<file path="config.mk">
export PLATFORM = sky130hd
export DESIGN_NAME = stream_demux
export DESIGN_NICKNAME = d
export VERILOG_FILES = /design/src/rtl/demux_pkg.sv /design/src/rtl/demux_slot.sv /design/src/rtl/stream_demux.sv
export SDC_FILE = /design/constraint.sdc
export NUM_CORES = 1
export LEC_CHECK = 0
export CAP_MARGIN = 20
export CORE_UTILIZATION = 45
export CTS_CLUSTER_SIZE = 20
export DETAILED_ROUTE_END_ITERATION = 7
export GPL_TIMING_DRIVEN = 0
export PLACE_DENSITY = 0.82
export SKIP_CTS_REPAIR_TIMING = 1
export SLEW_MARGIN = 20
export SYNTH_ARGS = -nofsm -noshare
export SYNTH_HDL_FRONTEND = slang
export SYNTH_HIERARCHICAL = 1
export SYNTH_SLANG_ARGS = --single-unit
export TNS_END_PERCENT = 30
</file>
<file path="constraint.sdc">
create_clock -name clk -period 2.43 [get_ports clk]
set_input_delay 0.3645 -clock clk [delete_from_list [all_inputs] [get_ports clk]]
set_output_delay 0.3645 -clock clk [all_outputs]
set_load 0.02 [all_outputs]
</file>
<file path="src/rtl/demux_pkg.sv">
// Shared definitions for the stream demultiplexer: steering modes and the
// round-robin pointer increment.
package demux_pkg;

    localparam logic MODE_ADDR = 1'b0;
    localparam logic MODE_RR   = 1'b1;

    // Advance a channel pointer by one, wrapping from nch-1 back to 0.
    // nch need not be a power of two, so the wrap is explicit.
    function automatic logic [31:0] wrap_inc(input logic [31:0] ptr, input logic [31:0] nch);
        if (ptr >= (nch - 32'd1)) begin
            return 32'd0;
        end else begin
            return ptr + 32'd1;
        end
    endfunction

endpackage

</file>
<file path="src/rtl/demux_slot.sv">
// One-entry holding register for a single output channel. Data reads as
// zero whenever the slot is empty; a load in the same cycle as a drain
// keeps the slot full with the new beat.
module demux_slot #(
    parameter int WIDTH = 8
) (
    input  logic             clk,
    input  logic             rst_n,
    input  logic             load,
    input  logic [WIDTH-1:0] load_data,
    input  logic             drain,
    output logic [WIDTH-1:0] data,
    output logic             valid
);

    // Slot state: load takes priority over drain, drain empties and zeroes.
    always_ff @(posedge clk or negedge rst_n) begin
        if (!rst_n) begin
            valid <= 1'b0;
            data  <= '0;
        end else if (load) begin
            valid <= 1'b1;
            data  <= load_data;
        end else if (drain && valid) begin
            valid <= 1'b0;
            data  <= '0;
        end else begin
            valid <= valid;
            data  <= data;
        end
    end

endmodule

</file>
<file path="src/rtl/stream_demux.sv">
// Registered 1-to-NCH stream demultiplexer with per-channel backpressure.
// Beats are steered by in_addr or by a round-robin pointer; beats addressed
// past the last channel are swallowed and flagged on a sticky error bit.
module stream_demux
    import demux_pkg::*;
#(
    parameter  int WIDTH = 8,
    parameter  int NCH   = 4,
    localparam int AW    = $clog2(NCH)
) (
    input  logic                 clk,
    input  logic                 rst_n,
    input  logic                 mode,
    input  logic [WIDTH-1:0]     in_data,
    input  logic [AW-1:0]        in_addr,
    input  logic                 in_valid,
    output logic                 in_ready,
    output logic [NCH*WIDTH-1:0] out_data,
    output logic [NCH-1:0]       out_valid,
    input  logic [NCH-1:0]       out_ready,
    output logic [AW-1:0]        rr_ptr,
    output logic                 drop_err,
    input  logic                 err_clr
);

    // Address space rounded up to a power of two so any tgt value indexes safely.
    localparam int NSLOT = 1 << AW;

    logic [AW-1:0]    tgt_s;
    logic             tgt_legal_s;
    logic             accept_s;
    logic [NSLOT-1:0] ov_pad_s;
    logic [NSLOT-1:0] ordy_pad_s;
    logic [NCH-1:0]   load_s;
    logic [NCH-1:0]   drain_s;
    logic [AW-1:0]    rr_ptr_r;
    logic             drop_err_r;

    assign rr_ptr   = rr_ptr_r;
    assign drop_err = drop_err_r;
    assign drain_s  = out_valid & out_ready;
    assign accept_s = in_valid && in_ready;

    // Target channel and its legality; only addressed mode can exceed NCH-1.
    always_comb begin
        tgt_s = in_addr;
        if (mode == MODE_RR) begin
            tgt_s = rr_ptr_r;
        end else begin
            tgt_s = in_addr;
        end
        tgt_legal_s = (32'(tgt_s) < 32'(NCH));
    end

    // Ready: the target slot is empty or is being drained; illegal beats are always taken.
    always_comb begin
        ov_pad_s              = '0;
        ordy_pad_s            = '0;
        ov_pad_s[NCH-1:0]     = out_valid;
        ordy_pad_s[NCH-1:0]   = out_ready;
        in_ready              = 1'b1;
        if (tgt_legal_s) begin
            in_ready = !ov_pad_s[tgt_s] || ordy_pad_s[tgt_s];
        end else begin
            in_ready = 1'b1;
        end
    end

    // One-hot load strobe toward the slot chosen by the target.
    always_comb begin
        load_s = '0;
        for (int k = 0; k < NCH; k++) begin
            load_s[k] = accept_s && tgt_legal_s && (tgt_s == AW'(k));
        end
    end

    // Round-robin pointer moves only on an accepted beat in round-robin mode.
    always_ff @(posedge clk or negedge rst_n) begin
        if (!rst_n) begin
            rr_ptr_r <= '0;
        end else if ((mode == MODE_RR) && accept_s) begin
            rr_ptr_r <= AW'(wrap_inc(32'(rr_ptr_r), 32'(NCH)));
        end else begin
            rr_ptr_r <= rr_ptr_r;
        end
    end

    // Sticky drop flag; a new drop beats a simultaneous clear.
    always_ff @(posedge clk or negedge rst_n) begin
        if (!rst_n) begin
            drop_err_r <= 1'b0;
        end else if (accept_s && !tgt_legal_s) begin
            drop_err_r <= 1'b1;
        end else if (err_clr) begin
            drop_err_r <= 1'b0;
        end else begin
            drop_err_r <= drop_err_r;
        end
    end

    for (genvar k = 0; k < NCH; k++) begin : g_slot
        demux_slot #(
            .WIDTH(WIDTH)
        ) u_slot (
            .clk       (clk),
            .rst_n     (rst_n),
            .load      (load_s[k]),
            .load_data (in_data),
            .drain     (drain_s[k]),
            .data      (out_data[k*WIDTH +: WIDTH]),
            .valid     (out_valid[k])
        );
    end

endmodule
</file>
# Word-level counts from Yosys, hierarchy flattened
# Index checks and enable logic that the tools add are counted.
[totals]
regBits = 38
in_bits = 19
elab_cells = 55
[op_classes]
bitwise = 1
order_cmp = 2
addsub = 1
n_reduce_logical = 17
eq_ne = 3
muxes = 22
[ops]
columns = ["operator", "n"]
rows = [
  ["two-way mux 8 bit", 8],
  ["logical AND 1 bit", 10],
  ["two-way mux 1 bit", 10],
  ["nonzero test 2 bit", 4],
  ["bitwise AND 4 bit", 1],
  ["binary-select mux 1 bit (select 2 bit)", 2],
  ["== test 2 bit (second input constant)", 2],
  ["two-way mux 2 bit", 2],
  ["less-than comparator 2 x 3 -> 1 bit (second input constant)", 1],
  ["adder 2 x 1 -> 2 bit (second input constant)", 1],
  ["== test 2 x 1 -> 1 bit (second input constant)", 1],
  [">= comparator 2 bit (second input constant)", 1],
  ["zero test 2 bit", 1],
  ["zero test 1 bit", 1],
  ["logical OR 1 bit", 1],
]

# Depth between registers and ports, before layout
# Gate-level depths: netlist (run 1).
[depth]
word_depth = 8
ltp_mapped = 7
mapped_depth_nobuf = 6

# Modules after synthesis
# The synthesis (run 1) kept the hierarchy.
[modules_own_cells]
columns = ["module", "seq_area_each_um2", "n_inst", "cells_per_inst", "area_each_um2"]
rows = [
  ["demux_slot", 225.2, 4, 29, 372.9],
  ["stream_demux", 50.0, 1, 34, 261.5],
]

# Worst setup path before layout (run 1)
# OpenSTA, ideal clock, no wires.
[synth_timing]
kind = "register to register"
startpoint = "reg rr_ptr_r[1] (netlist: rr_ptr[1])"
endpoint = "reg g_slot[1].u_slot.data[3]"
setup_ns = 0.121
path_slack_ns = 0.434
t_arrival_ns = 1.875
t_required_ns = 2.309
stages_incl_launch_ff = 8
period_less_slack_ns = 1.996
path_cell_list = "dfrtp_1 -> mux2i_2 -> mux2i_1 -> nand2b_1 -> nor2_1 -> buf_4 -> nor2b_1 -> a22o_1"
[synth_between]
elab_chain_cells = 8
word_cells_on_any_way = 12
cone_classes = "1 x eq/ne; 6 x mux; 5 x reduce/logical"
[synth_rtl]
columns = ["element", "line_no", "text"]
rows = [
  ["start: declaration", "stream_demux.sv:36", "logic [AW-1:0] rr_ptr_r;"],
  ["start signal: assignment", "stream_demux.sv:82", "rr_ptr_r <= AW'(wrap_inc(32'(rr_ptr_r), 32'(NCH)));"],
  ["start signal: assignment", "stream_demux.sv:84", "rr_ptr_r <= rr_ptr_r;"],
  ["two-way mux 2 bit *", "stream_demux.sv:47", "if (mode == MODE_RR) begin"],
  ["binary-select mux 1 bit (select 2 bit)", "stream_demux.sv:63", "in_ready = !ov_pad_s[tgt_s] || ordy_pad_s[tgt_s];"],
  ["two-way mux 1 bit (implied by the code)", "stream_demux.sv:63", ""],
  ["zero test 1 bit", "stream_demux.sv:63", ""],
  ["logical OR 1 bit", "stream_demux.sv:63", ""],
  ["logical AND 1 bit", "stream_demux.sv:42", "assign accept_s = in_valid && in_ready;"],
  ["logical AND 1 bit *", "stream_demux.sv:73", "load_s[k] = accept_s && tgt_legal_s && (tgt_s == AW'(k));"],
  ["named net load_s[1]", "stream_demux.sv:34", "logic [NCH-1:0] load_s;"],
  ["two-way mux 8 bit / nonzero test 2 bit (equally long branches)", "n/a", ""],
  ["end signal: assignment", "demux_slot.sv:23", "data <= load_data;"],
  ["end signal: assignment", "demux_slot.sv:29", "data <= data;"],
  ["end: declaration", "demux_slot.sv:12", "output logic [WIDTH-1:0] data,"],
]
# Mark *: on every way through the listed nets, which the timed path passes. The rest lies on a longest branch. The select of a mux whose other input is x is not followed.
# A chain may end at the register's enable or synchronous reset.

# Final worst setup path (run 1)
[layout_timing]
startpoint = "in in_addr[1]"
endpoint = "reg g_slot[2].u_slot.data[3]"
[layout_between]
elab_chain_cells = 8
word_cells_on_any_way = 12
cone_classes = "1 x eq/ne; 6 x mux; 5 x reduce/logical"
[layout_rtl]
columns = ["element", "line_no", "text"]
rows = [
  ["start: declaration", "stream_demux.sv:15", "input logic [AW-1:0] in_addr,"],
  ["two-way mux 2 bit *", "stream_demux.sv:47", ""],
  ["binary-select mux 1 bit (select 2 bit)", "stream_demux.sv:63", ""],
  ["two-way mux 1 bit (implied by the code)", "stream_demux.sv:63", ""],
  ["zero test 1 bit", "stream_demux.sv:63", ""],
  ["logical OR 1 bit", "stream_demux.sv:63", ""],
  ["logical AND 1 bit", "stream_demux.sv:42", ""],
  ["logical AND 1 bit *", "stream_demux.sv:73", ""],
  ["named net load_s[2]", "stream_demux.sv:34", ""],
  ["two-way mux 8 bit / nonzero test 2 bit (equally long branches)", "n/a", ""],
  ["end signal: assignment", "demux_slot.sv:23", ""],
  ["end signal: assignment", "demux_slot.sv:29", ""],
  ["end: declaration", "demux_slot.sv:12", ""],
]
# Marks and branches as above.

==> results.sh, run 1 <==
export IMPL_critPathMaxStageDelay_ps=510
export IMPL_synth_compound_area_share_pct=19.6
export IMPL_first_global_vias=1503
export IMPL_worst_path_max_fanout=10
export IMPL_status="completed"
export IMPL_grt_max_degree=29
export IMPL_cts_buffers=5
export IMPL_hpwlAfterDp_um=3210
export IMPL_path_clk_slew_ps=70
export IMPL_clkSinkCount=38
export IMPL_drv_cap=0
export IMPL_overflow=0
export IMPL_slowest_stage="clkdlybuf4s50_1"
export IMPL_rsz0062_at_grt="false"
export IMPL_start_util_pct=47.5
export IMPL_drt_total_wl_um=4530
export IMPL_drtIter0Drc=81
export IMPL_crit_buf_inv=3
export IMPL_slew_viol_final=0
export IMPL_ir_drop_mv=0.744
export IMPL_rows=22
export IMPL_layout_drive_gt1_share_pct=7.87
export IMPL_final_common_cell="clkdlybuf4s50_1"
export IMPL_cts_root_buf="clkbuf_8"
export IMPL_die_h_um=64.4
export IMPL_hold_viol=0
export IMPL_synth_xor_area_share_pct=0
export IMPL_worst_path_most_repeated_cell="buf_4"
export IMPL_die_x_um=64.4
export IMPL_num_nets_final=236
export IMPL_tns_ps=0
export IMPL_synth_area_sq_um=1750
export IMPL_synth_simple_gate_area_share_pct=19.4
export IMPL_worstHoldPathType="in -> async"
export IMPL_crit_path_end_kind="flip-flop"
export IMPL_path_class="in -> reg"
export IMPL_cts_max_level=2
export IMPL_crit_family="buffers and inverters"
export IMPL_portBuffers=56
export IMPL_ys_ff_latch=38
export IMPL_antenna_left=0
export IMPL_cts_tree="yes"
export IMPL_n_antenna_cell=0
export IMPL_worst_skew_pair_late_latency_ps=290
export IMPL_synthAdderAreaFrac_pct=0.714
export IMPL_worstSetupStartpoint="in_addr[1]"
export IMPL_yosysUniqueCellTypes=22
export IMPL_layout_common_cells="clkdlybuf4s50_1, dfrtp_1, a22o_1"
export IMPL_setup_viol=0
export IMPL_place_ws_ps=-495
export IMPL_r2r_start="rr_ptr[1]$_DFFE_PN0P_"
export IMPL_synth_mux_area_share_pct=2.57
export IMPL_finalWorstSetupSlack_ps=216
export IMPL_startpoint_type="primary input"
export IMPL_ys_warn_count=6
export IMPL_crit_chain="clkdlybuf4s50_1 > mux2i_4 > buf_4 > nand3b_1 > o311ai_4 > nor2_1 > buf_4 > nor2b_1 > a22o_1"
export IMPL_die_area_sq_um=4150
export IMPL_cts_path_max_buffers=2
export IMPL_post_drt_wl_per_cell_um=17.2
export IMPL_area_growth_pct=43.2
export IMPL_powerDensity_nw_per_um2=1330
export IMPL_routed_via_density=5.33
export IMPL_synth_top_family_by_area="compound AO/OA/AOI/OAI gates"
export IMPL_critical_path_required_ps=2610
export IMPL_n_fill_cell=286
export IMPL_gr_usage_all_layers_pct=24.6
export IMPL_yosysSeqAreaShare_pct=54.2
export IMPL_fin_worst_skew_ps=3.11
export IMPL_vias=1407
export IMPL_drtPass1Iterations=4
export IMPL_leakage_nw=1.20
export IMPL_slew_headroom_pct=65.8
export IMPL_fmax_ghz=0.452
export IMPL_finalWeightedCongestion=0.795
export IMPL_syn_area_per_cell_sq_um=11.7
export IMPL_ios=59
export IMPL_coreArea_sq_um=3690
export IMPL_worst_pin_slew_ps=511
export IMPL_finalCriticalPeriod_ps=2210
export IMPL_drc=0
export IMPL_antenna_found_initial=0
export IMPL_synthCells=150
export IMPL_grt_pass1_wl_um=7450
export IMPL_synth_fp_nets=170
export IMPL_fin_crit_sh_pct=91.1
export IMPL_cp_arrival_ps=2390
[metal layers]
metal	track usage (%)	part of all wire, %	up-vias
met5	0	0	-
met4	8.61	2.0	0
met3	7.22	6.5	9
met2	39.2	48	55
met1	31.9	43	686
li1	-	-	657
[flip-flops by register name, summed over array words and instances (netlist names)]
register and cells:
g_slot.u_slot/data 32, g_slot.u_slot/valid 4, rr_ptr 2
[worst paths after layout]
| kind | slack [ps] | to | cells after the start |
|---|---|---|---|
| min reg2reg | 540 | g_slot[3].u_slot/valid$_DFFE_PN0P_ | 1 |
| min | 480 | rr_ptr[1]$_DFFE_PN0P_ | 2 |
| max in group asynchronous | 1510 | g_slot[1].u_slot/data[7]$_DFFE_PN0P_ | 3 |
| min in group clk | 520 | rr_ptr[0]$_DFFE_PN0P_ | 4 |
| max reg2reg | 300 | g_slot[1].u_slot/data[3]$_DFFE_PN0P_ | 7 |
| max | 220 | g_slot[2].u_slot/data[3]$_DFFE_PN0P_ | 9 |
[synthesized netlist by cell type (all sizes together)]
cell,instances,area (sq um)
a22o,32,280
o311ai,2,25.0
ha,1,12.5
mux2i,3,33.8
and2,4,25.0
nor2,4,15.0
nand3,1,5.00
dfrtp,38,951
inv,5,18.8
nand2b,2,12.5
nand3b,1,7.51
nor3,1,5.00
buf,5,37.5
a21oi,1,8.76
conb,1,3.75
mux2,1,11.3
nand2,10,37.5
a21o,4,30.0
and2b,16,120
nor2b,18,113
[worst reg2reg max path, stage by stage, from the launching register on]
cell	delay [ps]
dfrtp_1	440
mux2i_4	210
mux2i_2	280
nand2b_1	130
nor2_1	430
buf_4	270
nor2b_1	60
a22o_1	200
[logic make-up (layout without fill, tap and decap cells)]
logic type | after synthesis | after routing
and+or+nand+nor | 57 | 57
AOI/OAI and AO/OA | 39 | 39
DFF | 38 | 38
buffers and inverters | 10 | 76
muxes | 4 | 4
adders and majority gates | 1 | 1
other | 1 | 1
[report_power, final]
group	switching [W]	internal [W]	total (W)
registers	0.000195	0.000928	0.00112
logic	0.000864	0.000957	0.00182
clock network	0.000205	0.000197	0.000403
total	0.00126	0.00208	0.00335
[stage by stage]
step           area [sq um]  util, %  std cells  power [W]  hold WS, ps
3_3_place_gp           2370     64.3        254    0.00285          517
6_report               2510     68.0        264    0.00335          484
2_1_floorplan          1750        -        150    0.00210         68.9
5_1_grt                2510     68.0        264    0.00356          506
4_1_cts                2460     66.8        262    0.00333        -50.9
3_5_place_dp           2390     64.8        255    0.00291          262
[final cells by class]
class	count	area [sq um]	share of cell area (%)
repair buffers	59	598	23.8
plain buffers	5	37.5	1.50
well taps	48	60.1	2.39
inverters	5	18.8	0.748
multi-input cells	102	768	30.6
flip-flops and latches	38	951	37.9
clock buffers	7	76.3	3.04
(Power assumes the default switching activity.)
==> run 2, diff against run 1 <==
- CORE_UTILIZATION: 45 -> 44
- PLACE_DENSITY: 0.82 -> 0.81
- SYNTH_HIERARCHICAL: 1 -> default
==> results.sh, run 2 <==
export IMPL_status="completed"
export IMPL_startpoint_type="primary input"
export IMPL_place_ws_ps=-354
export IMPL_rsz0062_at_grt="false"
export IMPL_ios=59
export IMPL_top_register="g_slot.u_slot.data"
export IMPL_synth_fp_nets=203
export IMPL_layout_drive_gt1_share_pct=8.76
export IMPL_antenna_left=0
export IMPL_cts_max_level=2
export IMPL_worst_pin_slew_ps=564
export IMPL_synth_xor_area_share_pct=0
export IMPL_syn_area_per_cell_sq_um=9.18
export IMPL_rows=22
export IMPL_critical_path_required_ps=2570
export IMPL_drtPass1Iterations=4
export IMPL_synth_mux_area_share_pct=3.87
export IMPL_synthCells=183
export IMPL_path_class="in -> reg"
export IMPL_worstHoldPathType="in -> async"
export IMPL_overflow=0
export IMPL_first_global_vias=1464
export IMPL_slew_viol_final=0
export IMPL_worst_skew_pair_late_latency_ps=280
export IMPL_synth_edf_count=0
export IMPL_cts_tree="yes"
export IMPL_ys_warn_count=0
export IMPL_largest_reg_flops=32
export IMPL_r2r_start="rr_ptr[1]$_DFFE_PN0P_"
export IMPL_die_area_sq_um=4070
export IMPL_hold_viol=0
export IMPL_finalCriticalPeriod_ps=2190
export IMPL_synth_compound_area_share_pct=10.9
export IMPL_start_util_pct=45.9
export IMPL_area_growth_pct=45.6
export IMPL_clkSinkCount=38
export IMPL_synth_most_common_cell="nand2_1"
export IMPL_routed_via_density=5.03
export IMPL_antenna_found_initial=0
export IMPL_synth_area_sq_um=1680
export IMPL_crit_path_end_kind="flip-flop"
export IMPL_yosysTopAreaCell="dfrtp_1"
export IMPL_die_h_um=63.8
export IMPL_synth_top_area_share_pct=56.6
export IMPL_final_common_cell="nand2_1"
export IMPL_fin_total_pwr_w=0.00299
export IMPL_layout_common_cells="nand2_1, clkdlybuf4s50_1, dfrtp_1"
export IMPL_num_nets_final=271
export IMPL_utilization_pct=66.8
export IMPL_path_clk_slew_ps=70
export IMPL_vias=1503
export IMPL_gr_usage_all_layers_pct=22.3
export IMPL_ys_ff_latch=38
export IMPL_synth_simple_gate_area_share_pct=22.9
export IMPL_ff2ff_path_depth=6
export IMPL_powerDensity_nw_per_um2=1220
export IMPL_design_area_sq_um=2450
export IMPL_placed_cell_area_sq_um=2320
export IMPL_cts_buffers=5
export IMPL_die_x_um=63.8
export IMPL_drc=0
export IMPL_cts_path_max_buffers=2
export IMPL_synthAdderAreaFrac_pct=0.745
export IMPL_grt_pass1_wl_um=6760
export IMPL_netlist_top_cells_count="nand2_1, dfrtp_1, o21ai_0, buf_4, clkbuf_1"
export IMPL_hpwlAfterDp_um=2850
export IMPL_worstSetupStartpoint="in_addr[1]"
export IMPL_ir_drop_mv=0.599
export IMPL_n_antenna_cell=0
export IMPL_cts_root_buf="clkbuf_8"
export IMPL_worst_path_max_fanout=10
export IMPL_drt_total_wl_um=4100
export IMPL_post_drt_wl_per_cell_um=13.7
export IMPL_finalWorstSetupSlack_ps=245
export IMPL_drv_cap=0
export IMPL_setup_viol=0
export IMPL_fin_worst_skew_ps=5.85
export IMPL_slew_headroom_pct=62.3
export IMPL_drtIter0Drc=76
export IMPL_leakage_nw=1.08
export IMPL_cp_arrival_ps=2330
export IMPL_synth_top_family_by_area="simple AND/OR/NAND/NOR gates"
export IMPL_fmax_ghz=0.458
export IMPL_grt_max_degree=27
export IMPL_portBuffers=56
export IMPL_yosysUniqueCellTypes=22
export IMPL_synth_area_leaders="dfrtp_1, nand2_1, o21ai_0, mux2i_1, buf_4"
export IMPL_n_fill_cell=316
export IMPL_yosysSeqAreaShare_pct=56.6
export IMPL_coreArea_sq_um=3660
export IMPL_synthFlopType="dfrtp_1"
export IMPL_synth_async_reset_ratio_pct=100
export IMPL_fin_crit_sh_pct=89.9
export IMPL_finalWeightedCongestion=0.797
-- run 2: cell types whose count changed after synthesis, sizes merged, moves of 5 or more --
| cell | delta |
|---|---|
| a22o | -32 |
| o21ai | +33 |
| nor2b | -17 |
| nand2 | +62 |
| clkbuf | +5 |
| and2b | -16 |
-- run 2: final timing paths --
check | end | slack (ps)
setup / recovery | g_slot[3].u_slot.data[7]$_DFFE_PN0P_ | 240
hold / removal | g_slot[1].u_slot.data[3]$_DFFE_PN0P_ | 490
setup reg to reg | g_slot[3].u_slot.data[7]$_DFFE_PN0P_ | 330
hold reg to reg | g_slot[2].u_slot.data[5]$_DFFE_PN0P_ | 530
max in group asynchronous | g_slot[1].u_slot.valid$_DFFE_PN0P_ | 1510
min in group clk | rr_ptr[0]$_DFFE_PN0P_ | 500
-- run 2: cell families after synthesis --
group                    after synthesis
AO/OA/AOI/OAI                         35
multiplexers                           6
flip-flops                            38
buffers and inverters                 16
other                                  1
adder cells (fa/ha/maj)                1
AND/OR/NAND/NOR                       86
-- run 2: per-layer routing --
metal  vias to the layer above  GRT usage, %  routed length [um]
met5                         -             0                   0
met1                       719          30.1                1820
met2                        46          34.8                2000
met4                         0          11.9                  53
met3                         4          2.86                 228
li1                        734             -                   -
-- run 2: power by group --
part	switching, W	total, W	internal [W]
Combinational	0.000765	0.00148	0.000719
Sequential	0.000196	0.00111	0.000918
Clock	0.000196	0.000394	0.000197
-- run 2: final cells by class --
type	count	area [sq um]	share of cell area, %
inverters	4	15.0	0.614
clock buffers	7	76.3	3.12
multi-input cells	129	664	27.2
plain buffers	12	66.3	2.71
repair buffers	61	613	25.1
flip-flops and latches	38	951	38.9
well taps	48	60.1	2.46
-- run 2: per-stage QoR --
step                std cells  setup TNS, ps  hold slack [ps]
global route              299              0              529
CTS                       295           -361            -28.9
finish                    299              0              491
detailed placement        288          -1390              276
global placement          287          -1170              516
floorplan                 183              0             68.9
-- run 2: worst max-delay path: stages --
cell and delay, ps:
clkdlybuf4s50_1 500, mux2i_4 110, buf_4 170, buf_4 130
nor4b_2 550, clkbuf_1 350, o21ai_0 160
==> run 3, diff against run 2 <==
--- a/constraint.sdc
+++ b/constraint.sdc
@@ -3,2 +3,2 @@
 set_output_delay 0.3645 -clock clk [all_outputs]
-set_load 0.02 [all_outputs]
+set_load 0.05 [all_outputs]
==> results.sh, run 3 (synthesis gave the netlist of run 2 again) <==
export IMPL_cts_buffers=5
export IMPL_largest_reg_flops=32
export IMPL_start_util_pct=45.9
export IMPL_r2r_start="rr_ptr[0]$_DFFE_PN0P_"
export IMPL_worst_path_most_repeated_cell="mux2i_1"
export IMPL_coreArea_sq_um=3660
export IMPL_first_global_vias=1464
export IMPL_drc=0
export IMPL_finalWorstSetupSlack_ps=39.2
export IMPL_rsz0062_at_grt="true"
export IMPL_path_clk_slew_ps=70
export IMPL_status="completed"
export IMPL_worst_skew_pair_late_latency_ps=280
export IMPL_design_area_sq_um=2420
export IMPL_worstHoldPathType="in -> async"
export IMPL_antenna_left=0
export IMPL_die_h_um=63.8
export IMPL_finalCriticalPeriod_ps=2390
export IMPL_fin_worst_skew_ps=6.41
export IMPL_leakage_nw=1.07
export IMPL_drtPass1Iterations=4
export IMPL_top_register="g_slot.u_slot.data"
export IMPL_post_drt_wl_per_cell_um=13.4
export IMPL_worst_path_max_fanout=5
export IMPL_cp_arrival_ps=2030
export IMPL_hold_viol=0
export IMPL_routed_via_density=5.12
export IMPL_startpoint_type="primary input"
export IMPL_overflow=0
export IMPL_crit_chain="clkdlybuf4s50_1 > mux2i_1 > mux2i_1 > clkbuf_2"
export IMPL_n_fill_cell=318
export IMPL_gr_usage_all_layers_pct=22.3
export IMPL_cts_max_level=2
export IMPL_layout_drive_gt1_share_pct=8.00
export IMPL_cts_tree="yes"
export IMPL_n_antenna_cell=0
export IMPL_path_class="in -> out"
export IMPL_slew_viol_final=0
export IMPL_num_nets_final=270
export IMPL_fmax_ghz=0.418
export IMPL_drv_cap=0
export IMPL_final_common_cell="nand2_1"
export IMPL_rows=22
export IMPL_r2r_slack_ps=300
export IMPL_place_ws_ps=-552
export IMPL_rr_endpoint="g_slot[2].u_slot.data[2]$_DFFE_PN0P_"
export IMPL_drtIter0Drc=85
export IMPL_crit_path_end_kind="output port"
export IMPL_finalWeightedCongestion=0.797
export IMPL_ir_drop_mv=0.664
export IMPL_grt_pass1_wl_um=6760
export IMPL_cts_path_max_buffers=2
export IMPL_die_area_sq_um=4070
export IMPL_fin_total_pwr_w=0.00365
export IMPL_portBuffers=56
export IMPL_vias=1525
export IMPL_critical_path_required_ps=2070
export IMPL_clkSinkCount=38
export IMPL_tns_ps=0
export IMPL_fin_crit_sh_pct=98.4
export IMPL_drt_total_wl_um=3980
export IMPL_setup_viol=0
export IMPL_slew_headroom_pct=61.8
export IMPL_grt_max_degree=27
export IMPL_slowest_stage="clkdlybuf4s50_1"
export IMPL_placed_cell_area_sq_um=2320
export IMPL_layout_common_cells="nand2_1, clkdlybuf4s50_1, dfrtp_1"
export IMPL_antenna_found_initial=0
export IMPL_critPathMaxStageDelay_ps=600
export IMPL_area_growth_pct=44.1
export IMPL_die_x_um=63.8
export IMPL_powerDensity_nw_per_um2=1510
export IMPL_ff2ff_path_depth=5
export IMPL_cts_root_buf="clkbuf_8"
export IMPL_ios=59
export IMPL_worst_pin_slew_ps=571
export IMPL_hpwlAfterDp_um=2850
run 3: report_power, final:
| part | internal, W | switching, W | total, W |
|---|---|---|---|
| Combinational | 0.000701 | 0.00144 | 0.00214 |
| Sequential | 0.000918 | 0.000192 | 0.00111 |
| Clock | 0.000197 | 0.000198 | 0.000396 |
| Total | 0.00182 | 0.00183 | 0.00365 |
run 3: how the worst max path moves through the flow:
stage               slack [ps]                  start  endpoint  cells past startpoint
global placement          -540                   mode  in_ready                      5
global route               -40                   mode  in_ready                      5
finish                      40                   mode  in_ready                      4
floorplan                   80  rr_ptr[1]$_DFFE_PN0P_  in_ready                      3
detailed placement        -550                   mode  in_ready                      5
CTS                       -560                   mode  in_ready                      5
run 3: layout make-up:
class                      count  area, sq um  area share [%]
multi-input combinational    129          657            27.1
timing repair buffer          60          596            24.6
clock buffer                   7         76.3            3.15
inverter                       4         15.0           0.620
tap                           48         60.1            2.48
buffer                        12         66.3            2.74
sequential                    38          951            39.3
run 3: worst max-delay path: cells and delay by family:
| kind | cells | cell delay, ps |
|---|---|---|
| multiplexers | 2 | 760 |
| buffers and inverters | 2 | 900 |
run 3: metal layers:
metal,vias to the layer above,part of all wire [%],track usage (%)
met5,-,0,0
met4,0,2.5,11.9
met3,10,5.6,2.86
met2,63,48,34.8
met1,718,43,30.1
li1,734,-,-
run 3: stage by stage:
stage / hold slack, ps / utilization (%) / std cells
2_1_floorplan: 68.9 / - / 183
3_3_place_gp: 516 / 62.9 / 287
3_5_place_dp: 276 / 63.3 / 288
4_1_cts: -28.9 / 65.3 / 295
5_1_grt: 529 / 66.1 / 298
6_report: 488 / 66.1 / 298
